<file path="src/rtl/multicycle_ctrl_v2.sv">
// multicycle_ctrl_v2: multicycle control unit for the RISC-V datapath.
// It adds request/ready handshakes with a bus timeout on both memories.
// Exceptions are precise: the EXC state drives EPC and the cause.
// It also has a halt state and load/store size decode.
// Every datapath strobe is a Moore output decoded from the state register.
module multicycle_ctrl_v2 #(
    parameter int TIMEOUT  = 15,
    parameter bit OVF_TRAP = 1'b1
) (
    input  logic        clk,
    input  logic        Reset,
    input  logic [31:0] instruction,
    input  logic        imem_ready,
    input  logic        dmem_ready,
    input  logic        overflow,
    output logic        imem_req,
    output logic        dmem_req,
    output logic        LoadIR,
    output logic        PCWrite,
    output logic        PCWriteCond,
    output logic        LoadRegA,
    output logic        LoadRegB,
    output logic        LoadALUOut,
    output logic        LoadMDR,
    output logic        WriteReg,
    output logic        DMemWrite,
    output logic        EPCWrite,
    output logic [1:0]  PCSrc,
    output logic        ALUSrcA,
    output logic [1:0]  ALUSrcB,
    output logic [2:0]  ALUFunct,
    output logic [2:0]  MemToReg,
    output logic [1:0]  BranchOp,
    output logic [1:0]  ShiftControl,
    output logic [1:0]  tam,
    output logic [1:0]  exc_cause,
    output logic        halted,
    output logic [4:0]  state
);

    localparam int CNT_W = $clog2(TIMEOUT + 1);
    localparam logic [CNT_W-1:0] CNT_MAX = CNT_W'(TIMEOUT);

    localparam logic [6:0] OP_R      = 7'b0110011;
    localparam logic [6:0] OP_I      = 7'b0010011;
    localparam logic [6:0] OP_LOAD   = 7'b0000011;
    localparam logic [6:0] OP_STORE  = 7'b0100011;
    localparam logic [6:0] OP_LUI    = 7'b0110111;
    localparam logic [6:0] OP_BRANCH = 7'b1100011;
    localparam logic [6:0] OP_JALR   = 7'b1100111;
    localparam logic [6:0] OP_JAL    = 7'b1101111;
    localparam logic [6:0] OP_SYSTEM = 7'b1110011;

    localparam logic [1:0] CAUSE_ILLEGAL = 2'd0;
    localparam logic [1:0] CAUSE_OVF     = 2'd1;
    localparam logic [1:0] CAUSE_BUS     = 2'd2;

    typedef enum logic [4:0] {
        S_FETCH     = 5'd0,
        S_IR_PC     = 5'd1,
        S_DECODE    = 5'd2,
        S_ADDR      = 5'd3,
        S_MEM_RD    = 5'd4,
        S_MEM_LATCH = 5'd5,
        S_LD_WB     = 5'd6,
        S_MEM_WR    = 5'd7,
        S_EXEC_R    = 5'd8,
        S_EXEC_I    = 5'd9,
        S_ALU_WB    = 5'd10,
        S_LUI_WB    = 5'd11,
        S_SHIFT_WB  = 5'd12,
        S_SLT_WB    = 5'd13,
        S_BRANCH    = 5'd14,
        S_JAL_LINK  = 5'd15,
        S_JALR_ADDR = 5'd16,
        S_JUMP      = 5'd17,
        S_EXC       = 5'd18,
        S_HALT      = 5'd19
    } state_t;

    state_t           state_q, state_d;
    logic [CNT_W-1:0] cnt_q, cnt_d;
    logic [1:0]       cause_q, cause_d;
    logic [1:0]       exc_code;

    // Instruction fields; IR is stable from IR_PC onward, so decode straight from it
    logic [6:0] opcode;
    logic [2:0] funct3;
    logic [6:0] funct7;
    logic [4:0] rd;
    logic       unused_rs_fields;

    assign opcode           = instruction[6:0];
    assign funct3           = instruction[14:12];
    assign funct7           = instruction[31:25];
    assign rd               = instruction[11:7];
    assign unused_rs_fields = ^instruction[24:15];

    // Only add and sub in EXEC_R can trap on overflow; and never does
    logic r_is_addsub;
    assign r_is_addsub = (funct3 != 3'b111);

    // The memory that the current wait state is talking to
    logic in_wait;
    logic wait_ready;
    assign in_wait    = (state_q == S_FETCH) || (state_q == S_MEM_RD) || (state_q == S_MEM_WR);
    assign wait_ready = (state_q == S_FETCH) ? imem_ready : dmem_ready;

    // Opcode dispatch out of DECODE; anything not recognised is an illegal instruction
    function automatic state_t decode_next(input logic [31:0] ir);
        state_t     nxt;
        logic [6:0] op;
        logic [2:0] f3;
        logic [6:0] f7;
        logic [5:0] f6;
        op  = ir[6:0];
        f3  = ir[14:12];
        f7  = ir[31:25];
        f6  = ir[31:26];
        nxt = S_EXC;
        case (op)
            OP_R: begin
                if (f7 == 7'b0000000) begin
                    case (f3)
                        3'b000, 3'b111: nxt = S_EXEC_R;
                        3'b010:         nxt = S_SLT_WB;
                        default:        nxt = S_EXC;
                    endcase
                end else if (f7 == 7'b0100000 && f3 == 3'b000) begin
                    nxt = S_EXEC_R;
                end
            end
            OP_I: begin
                if (ir[11:7] == 5'd0) begin
                    nxt = S_FETCH;
                end else begin
                    case (f3)
                        3'b000:  nxt = S_EXEC_I;
                        3'b010:  nxt = S_SLT_WB;
                        3'b001:  nxt = (f6 == 6'b000000) ? S_SHIFT_WB : S_EXC;
                        3'b101:  nxt = (f6 == 6'b000000 || f6 == 6'b010000) ? S_SHIFT_WB : S_EXC;
                        default: nxt = S_EXC;
                    endcase
                end
            end
            OP_LOAD, OP_STORE: nxt = S_ADDR;
            OP_LUI:            nxt = S_LUI_WB;
            OP_BRANCH:         nxt = S_BRANCH;
            OP_JALR: begin
                case (f3)
                    3'b000:                 nxt = S_JAL_LINK;
                    3'b001, 3'b101, 3'b100: nxt = S_BRANCH;
                    default:                nxt = S_EXC;
                endcase
            end
            OP_JAL:    nxt = S_JAL_LINK;
            OP_SYSTEM: nxt = S_HALT;
            default:   nxt = S_EXC;
        endcase
        return nxt;
    endfunction

    // State, wait counter and cause register; asynchronous reset back to FETCH
    always_ff @(posedge clk or posedge Reset) begin
        if (Reset) begin
            state_q <= S_FETCH;
            cnt_q   <= '0;
            cause_q <= CAUSE_ILLEGAL;
        end else begin
            state_q <= state_d;
            cnt_q   <= cnt_d;
            cause_q <= cause_d;
        end
    end

    // Next state, timeout counting and cause capture
    always_comb begin
        state_d  = state_q;
        exc_code = CAUSE_ILLEGAL;
        case (state_q)
            S_FETCH: begin
                if (imem_ready) begin
                    state_d = S_IR_PC;
                end else if (cnt_q == CNT_MAX) begin
                    state_d  = S_EXC;
                    exc_code = CAUSE_BUS;
                end
            end
            S_IR_PC:  state_d = S_DECODE;
            S_DECODE: state_d = decode_next(instruction);
            S_ADDR:   state_d = (opcode == OP_STORE) ? S_MEM_WR : S_MEM_RD;
            S_MEM_RD: begin
                if (dmem_ready) begin
                    state_d = S_MEM_LATCH;
                end else if (cnt_q == CNT_MAX) begin
                    state_d  = S_EXC;
                    exc_code = CAUSE_BUS;
                end
            end
            S_MEM_LATCH: state_d = S_LD_WB;
            S_LD_WB:     state_d = S_FETCH;
            S_MEM_WR: begin
                if (dmem_ready) begin
                    state_d = S_FETCH;
                end else if (cnt_q == CNT_MAX) begin
                    state_d  = S_EXC;
                    exc_code = CAUSE_BUS;
                end
            end
            S_EXEC_R: begin
                if (OVF_TRAP && overflow && r_is_addsub) begin
                    state_d  = S_EXC;
                    exc_code = CAUSE_OVF;
                end else begin
                    state_d = S_ALU_WB;
                end
            end
            S_EXEC_I: begin
                if (OVF_TRAP && overflow) begin
                    state_d  = S_EXC;
                    exc_code = CAUSE_OVF;
                end else begin
                    state_d = S_ALU_WB;
                end
            end
            S_ALU_WB, S_LUI_WB, S_SHIFT_WB, S_SLT_WB, S_BRANCH: state_d = S_FETCH;
            S_JAL_LINK:  state_d = (opcode == OP_JALR) ? S_JALR_ADDR : S_JUMP;
            S_JALR_ADDR: state_d = S_JUMP;
            S_JUMP:      state_d = S_FETCH;
            S_EXC:       state_d = S_FETCH;
            S_HALT:      state_d = S_HALT;
            default:     state_d = S_FETCH;
        endcase

        // Cause is captured only on the way into EXC and held otherwise
        cause_d = cause_q;
        if (state_d == S_EXC && state_q != S_EXC) begin
            cause_d = exc_code;
        end

        // Counter restarts on every state change, so each wait state starts from zero
        cnt_d = cnt_q;
        if (state_d != state_q) begin
            cnt_d = '0;
        end else if (in_wait && !wait_ready) begin
            cnt_d = cnt_q + 1'b1;
        end
    end

    // Moore strobes decoded from the current state
    always_comb begin
        imem_req     = 1'b0;
        dmem_req     = 1'b0;
        LoadIR       = 1'b0;
        PCWrite      = 1'b0;
        PCWriteCond  = 1'b0;
        LoadRegA     = 1'b0;
        LoadRegB     = 1'b0;
        LoadALUOut   = 1'b0;
        LoadMDR      = 1'b0;
        WriteReg     = 1'b0;
        DMemWrite    = 1'b0;
        EPCWrite     = 1'b0;
        PCSrc        = 2'b00;
        ALUSrcA      = 1'b0;
        ALUSrcB      = 2'b00;
        ALUFunct     = 3'b000;
        MemToReg     = 3'd0;
        BranchOp     = 2'b00;
        ShiftControl = 2'b00;
        tam          = 2'b00;
        exc_cause    = 2'b00;
        halted       = 1'b0;
        case (state_q)
            S_FETCH: imem_req = 1'b1;
            S_IR_PC: begin
                LoadIR   = 1'b1;
                PCWrite  = 1'b1;
                PCSrc    = 2'd0;
                ALUSrcB  = 2'b01;
                ALUFunct = 3'b001;
            end
            S_DECODE: begin
                LoadRegA   = 1'b1;
                LoadRegB   = 1'b1;
                LoadALUOut = 1'b1;
                ALUSrcB    = 2'b11;
                ALUFunct   = 3'b001;
            end
            S_ADDR: begin
                ALUSrcA    = 1'b1;
                ALUSrcB    = 2'b10;
                ALUFunct   = 3'b001;
                LoadALUOut = 1'b1;
                tam        = funct3[1:0];
            end
            S_MEM_RD: begin
                dmem_req = 1'b1;
                tam      = funct3[1:0];
            end
            S_MEM_LATCH: begin
                LoadMDR = 1'b1;
                tam     = funct3[1:0];
            end
            S_LD_WB: begin
                WriteReg = 1'b1;
                MemToReg = 3'd1;
                tam      = funct3[1:0];
            end
            S_MEM_WR: begin
                dmem_req  = 1'b1;
                DMemWrite = 1'b1;
                tam       = funct3[1:0];
            end
            S_EXEC_R: begin
                ALUSrcA    = 1'b1;
                ALUSrcB    = 2'b00;
                LoadALUOut = 1'b1;
                if (funct3 == 3'b111) begin
                    ALUFunct = 3'b011;
                end else if (funct7 == 7'b0100000) begin
                    ALUFunct = 3'b010;
                end else begin
                    ALUFunct = 3'b001;
                end
            end
            S_EXEC_I: begin
                ALUSrcA    = 1'b1;
                ALUSrcB    = 2'b10;
                ALUFunct   = 3'b001;
                LoadALUOut = 1'b1;
            end
            S_ALU_WB: begin
                WriteReg = 1'b1;
                MemToReg = 3'd0;
            end
            S_LUI_WB: begin
                WriteReg = 1'b1;
                MemToReg = 3'd2;
            end
            S_SHIFT_WB: begin
                WriteReg = 1'b1;
                MemToReg = 3'd4;
                if (funct3 == 3'b001) begin
                    ShiftControl = 2'b00;
                end else if (instruction[30]) begin
                    ShiftControl = 2'b10;
                end else begin
                    ShiftControl = 2'b01;
                end
            end
            S_SLT_WB: begin
                WriteReg = 1'b1;
                MemToReg = 3'd5;
                ALUFunct = 3'b010;
                ALUSrcA  = 1'b1;
                ALUSrcB  = (opcode == OP_R) ? 2'b00 : 2'b10;
            end
            S_BRANCH: begin
                PCWriteCond = 1'b1;
                PCSrc       = 2'd1;
                ALUFunct    = 3'b010;
                ALUSrcA     = 1'b1;
                if (opcode == OP_BRANCH) begin
                    BranchOp = 2'b00;
                end else begin
                    case (funct3)
                        3'b001:  BranchOp = 2'b01;
                        3'b101:  BranchOp = 2'b10;
                        3'b100:  BranchOp = 2'b11;
                        default: BranchOp = 2'b00;
                    endcase
                end
            end
            S_JAL_LINK: begin
                WriteReg = 1'b1;
                MemToReg = 3'd3;
            end
            S_JALR_ADDR: begin
                ALUSrcA    = 1'b1;
                ALUSrcB    = 2'b10;
                ALUFunct   = 3'b001;
                LoadALUOut = 1'b1;
            end
            S_JUMP: begin
                PCWrite = 1'b1;
                PCSrc   = 2'd1;
            end
            S_EXC: begin
                EPCWrite  = 1'b1;
                PCWrite   = 1'b1;
                PCSrc     = 2'd2;
                exc_cause = cause_q;
            end
            S_HALT:  halted = 1'b1;
            default: ;
        endcase
    end

    assign state = state_q;

endmodule

</file>
<file path="config.mk">
export PLATFORM = sky130hd
export DESIGN_NAME = multicycle_ctrl_v2
export DESIGN_NICKNAME = d
export VERILOG_FILES = /design/src/rtl/multicycle_ctrl_v2.sv
export SDC_FILE = /design/constraint.sdc
export NUM_CORES = 1
export LEC_CHECK = 0
export CAP_MARGIN = 20
export CORE_MARGIN = 2
export CORE_UTILIZATION = 35
export DETAILED_ROUTE_END_ITERATION = 10
export GPL_TIMING_DRIVEN = 0
export PLACE_DENSITY = 0.68
export SLEW_MARGIN = 20
export SYNTH_ARGS = -nofsm -noshare
export SYNTH_HDL_FRONTEND = slang
export SYNTH_SLANG_ARGS = --single-unit
</file>
<file path="constraint.sdc">
create_clock -name clk -period 3.7 [get_ports clk]
set_clock_uncertainty 0.15 [all_clocks]
set_input_delay 0.74 -clock clk [delete_from_list [all_inputs] [get_ports clk]]
set_output_delay 0.74 -clock clk [all_outputs]
set_load 0.01 [all_outputs]
</file>
==> impl_results.md <==
- Status: completed
- Fillers: 479
- CTS Sinks: 11
- DRT Pass-1 Iters: 5
- CTS buffer count: 3
- Initial Util: 0.363
- Root buffer cell: clkbuf_8
- Vias in the first global route: 1,903
- Post-synthesis mux area share: 0.00588
- Synth Instances: 249
- Dpl cell area: 2360 µm²
- Total gr overflow: 0
- CTS H-Tree Depth: 1
- Post-route cell area: 2440 µm²
- Share of power burned in registers: 0.142
- Die W: 73.7 µm
- Compound-Gate Fraction of Synth Area: 0.288
- RePlAce Congestion: 0.927
- Fin crit period: 3630 ps
- Post-synthesis xor/xnor area fraction: 0.0309
- FP Rows: 25
- Worst-margin pin slew: 856 ps
- Final hold vios: 0
- Nets: 352
- Yosys warns: 0
- Worst hold path type: flip-flop to flip-flop
- Syn nets: 287
- Worst reg2reg setup slack: 810 ps
- RR Startpoint: state[3]
- DP Worst Slack: -488 ps
- Clk buf depth: 2
- Relative slew slack: 0.428
- Clk slew on worst S/H paths: 50 ps
- HPWL after detailed placement: 4.45 mm
- Initial DRC count: 209
- Comb pwr share: 0.764
- WL final: 5.64 mm
- Clock power frac: 0.094
- Initial antenna violation count: 0
- PwrDens: 498 nW/µm²
- Int Power: 0.629 mW
- Drt drc: 0
- #FFs+latches synth: 11
- Die Ht: 73.7 µm
- Fmax: 0.275 GHz
- Hold Crit Endpoint: cause_q[0]
- Hold Crit Depth: 1
- Critical Path RT: 2810 ps
- Post-Syn Area: 1700 µm²
- Post-DRT Antenna Nets: 0
- Max-cap violations: 0
- Top Layer Used: met4
- CP Capture Type: output port
- Worst Path Max Fanout: 4
- Post-synthesis sequential area ratio: 0.162
- Yosys top cell area share: 0.162
- Avg Synthesized Cell Area: 6.83 µm²
- Peak supply drop: 0.000239 V
- Setup violators final: 0
- Routed vias/inst: 5.76
- Simple-gate portion of the synthesized area: 0.419
- WS Path Type: primary input to output port
- IO Port Bufs: 59
- Largest family of logic cells by synthesized area: simple AND/OR/NAND/NOR gates
- LEAKAGE: 0.956 nW
- RR Endpoint: cnt_q[2]
- GRT Util Overall: 0.206
- Post-synth cell types: 63
- Core area: 4690 µm²
- Area leader, netlist: dfrtp_1
- Switching Power: 0.589 mW
- Largest net degree at the start of global routing: 12
- Final Slew Violations: 0
- Ports: 74
- Adder-cell share of the synthesized area: 0.00735
- EDFF count, synth: 0
- Async S/R FF share, synth: 1.00
- Fraction of power spent switching nets: 0.483
- Share of cells above drive strength 1: 0.102
- Reg2Reg Depth: 9
- CP arrival: 2740 ps
- # diodes: 0
- First-pass GRT wire length: 8.98 mm
- Die area: 5440 µm²
- Metal3 WL: 284 µm
- Latest clock arrival within the worst-skew pair: 230 ps
- CP Launch Type: primary input
- CTS tree: done
- Total number of vias: 2,113
- Routed WL per cell: 15.4 µm
- Period utilization: 0.981
- RSZ-0062 raised after global routing: no
- Top post-synthesis cells by area: dfrtp_1, nor2_1, nand2_1, nor3_1, a21oi_1
- Hold Crit Start: cause_q[0]
- Area delta synth->final: 43.6%
- WL met2: 2.68 mm
- PnR worst setup slack: 69.9 ps
- Post-synth top flop: dfrtp_1
- M1 WL: 2.58 mm
[worst max-delay path by stage]
stage,startpoint,endpoint
floorplan,instruction[26],ALUFunct[1]
global placement,instruction[26],ALUFunct[1]
detailed placement,instruction[26],ALUFunct[1]
CTS,instruction[26],ALUFunct[1]
global route,instruction[27],ALUFunct[1]
finish,instruction[27],ALUFunct[1]
[stage by stage]
step | power, mW | util | instances | hold slack [ps] | TNS (ps)
2_1_floorplan | 0.733 | - | 249 | 308 | 0
3_3_place_gp | 1.10 | 0.503 | 362 | 328 | -703
3_5_place_dp | 1.10 | 0.503 | 362 | 339 | -735
4_1_cts | 1.22 | 0.519 | 366 | 350 | -13.2
5_1_grt | 1.31 | 0.521 | 367 | 375 | 0
6_report | 1.22 | 0.521 | 367 | 343 | 0
[registers in the layout, summed over array words and instances, names as in the netlist]
name     cells
state        5
cnt_q        4
cause_q      2
[power by group through the flow]
stage                     registers, mW  clock network (mW)  logic (mW)
after floorplan                   0.175                   0       0.558
after global placement            0.175                   0       0.921
after detailed placement          0.175                   0       0.923
after CTS                         0.173               0.118       0.932
after global routing              0.176               0.124        1.01
final                             0.173               0.114       0.930
[cells in the mapped netlist (4+ instances only)]
cell type / instances
nor2_1: 29
nand2_1: 23
nor3_1: 16
a21oi_1: 11
dfrtp_1: 11
nand3_1: 11
o21ai_0: 11
inv_1: 9
clkbuf_1: 8
nand2b_1: 7
a31oi_1: 6
and3_1: 6
buf_4: 6
o211ai_1: 6
nand3b_1: 5
xnor2_1: 5
and2_1: 4
buf_2: 4
nor3b_1: 4
[layout by cell type, fill, tap and decap left out, drive strengths merged, types with 2 or more instances in the layout]
| cell | count |
|---|---|
| clkdlybuf4s50 | 54 |
| nor2 | 29 |
| nand2 | 23 |
| nor3 | 17 |
| o21ai | 16 |
| buf | 13 |
| clkbuf | 12 |
| nand3 | 11 |
| a21oi | 11 |
| dfrtp | 11 |
| inv | 11 |
| nand2b | 7 |
| o211ai | 7 |
| and3 | 6 |
| a31oi | 6 |
| xnor2 | 5 |
| nand3b | 5 |
| nor2b | 5 |
| nor3b | 4 |
| and2 | 4 |
| or4 | 4 |
| o21a | 3 |
| nor4b | 3 |
| nor4 | 3 |
| a22oi | 3 |
| a211o | 3 |
| o2111ai | 3 |
| dlymetal6s2s | 3 |
| or3 | 2 |
| nand4b | 2 |
| o311a | 2 |
| o211a | 2 |
| a2111oi | 2 |
| or2 | 2 |
[logic make-up after synthesis]
| kind of cell | Yosys count |
|---|---|
| AO/OA/AOI/OAI | 68 |
| AND/OR/NAND/NOR | 130 |
| buffers and inverters | 31 |
| other | 1 |
| adder cells (fa/ha/maj) | 1 |
| XOR/XNOR | 6 |
| multiplexers | 1 |
| flip-flops | 11 |
[final cells by class]
| cell class | instances | area, µm² | share of cell area |
|---|---|---|---|
| well taps | 54 | 67.6 | 0.0276 |
| repair buffers | 60 | 599 | 0.245 |
| clock buffers | 4 | 45.0 | 0.0184 |
| multi-input cells | 207 | 1310 | 0.537 |
| plain buffers | 19 | 100 | 0.0410 |
| flip-flops and latches | 11 | 275 | 0.113 |
| inverters | 12 | 45.0 | 0.0184 |
[layer usage]
metal / track usage / vias to the layer above
met4: 0.0343 / 0
li1: - / 1047
met5: 0 / -
met2: 0.328 / 81
met3: 0.0343 / 12
met1: 0.296 / 973
[worst max-delay path: stages]
cell and delay [ps]:
clkdlybuf4s50_1 400, or4_4 560, nor3_4 210, nand2_1 100
a2111oi_2 320, a21oi_1 70, nor3_1 180, buf_2 160
[repair_timing]
item,in CTS,in global routing
hold buffers,0,0
endpoints found under the setup margin,3,5
pin swaps,0,4
setup buffers,0,1
gates resized for setup,11,6
No activity file was read; power rests on OpenSTA's default activity.
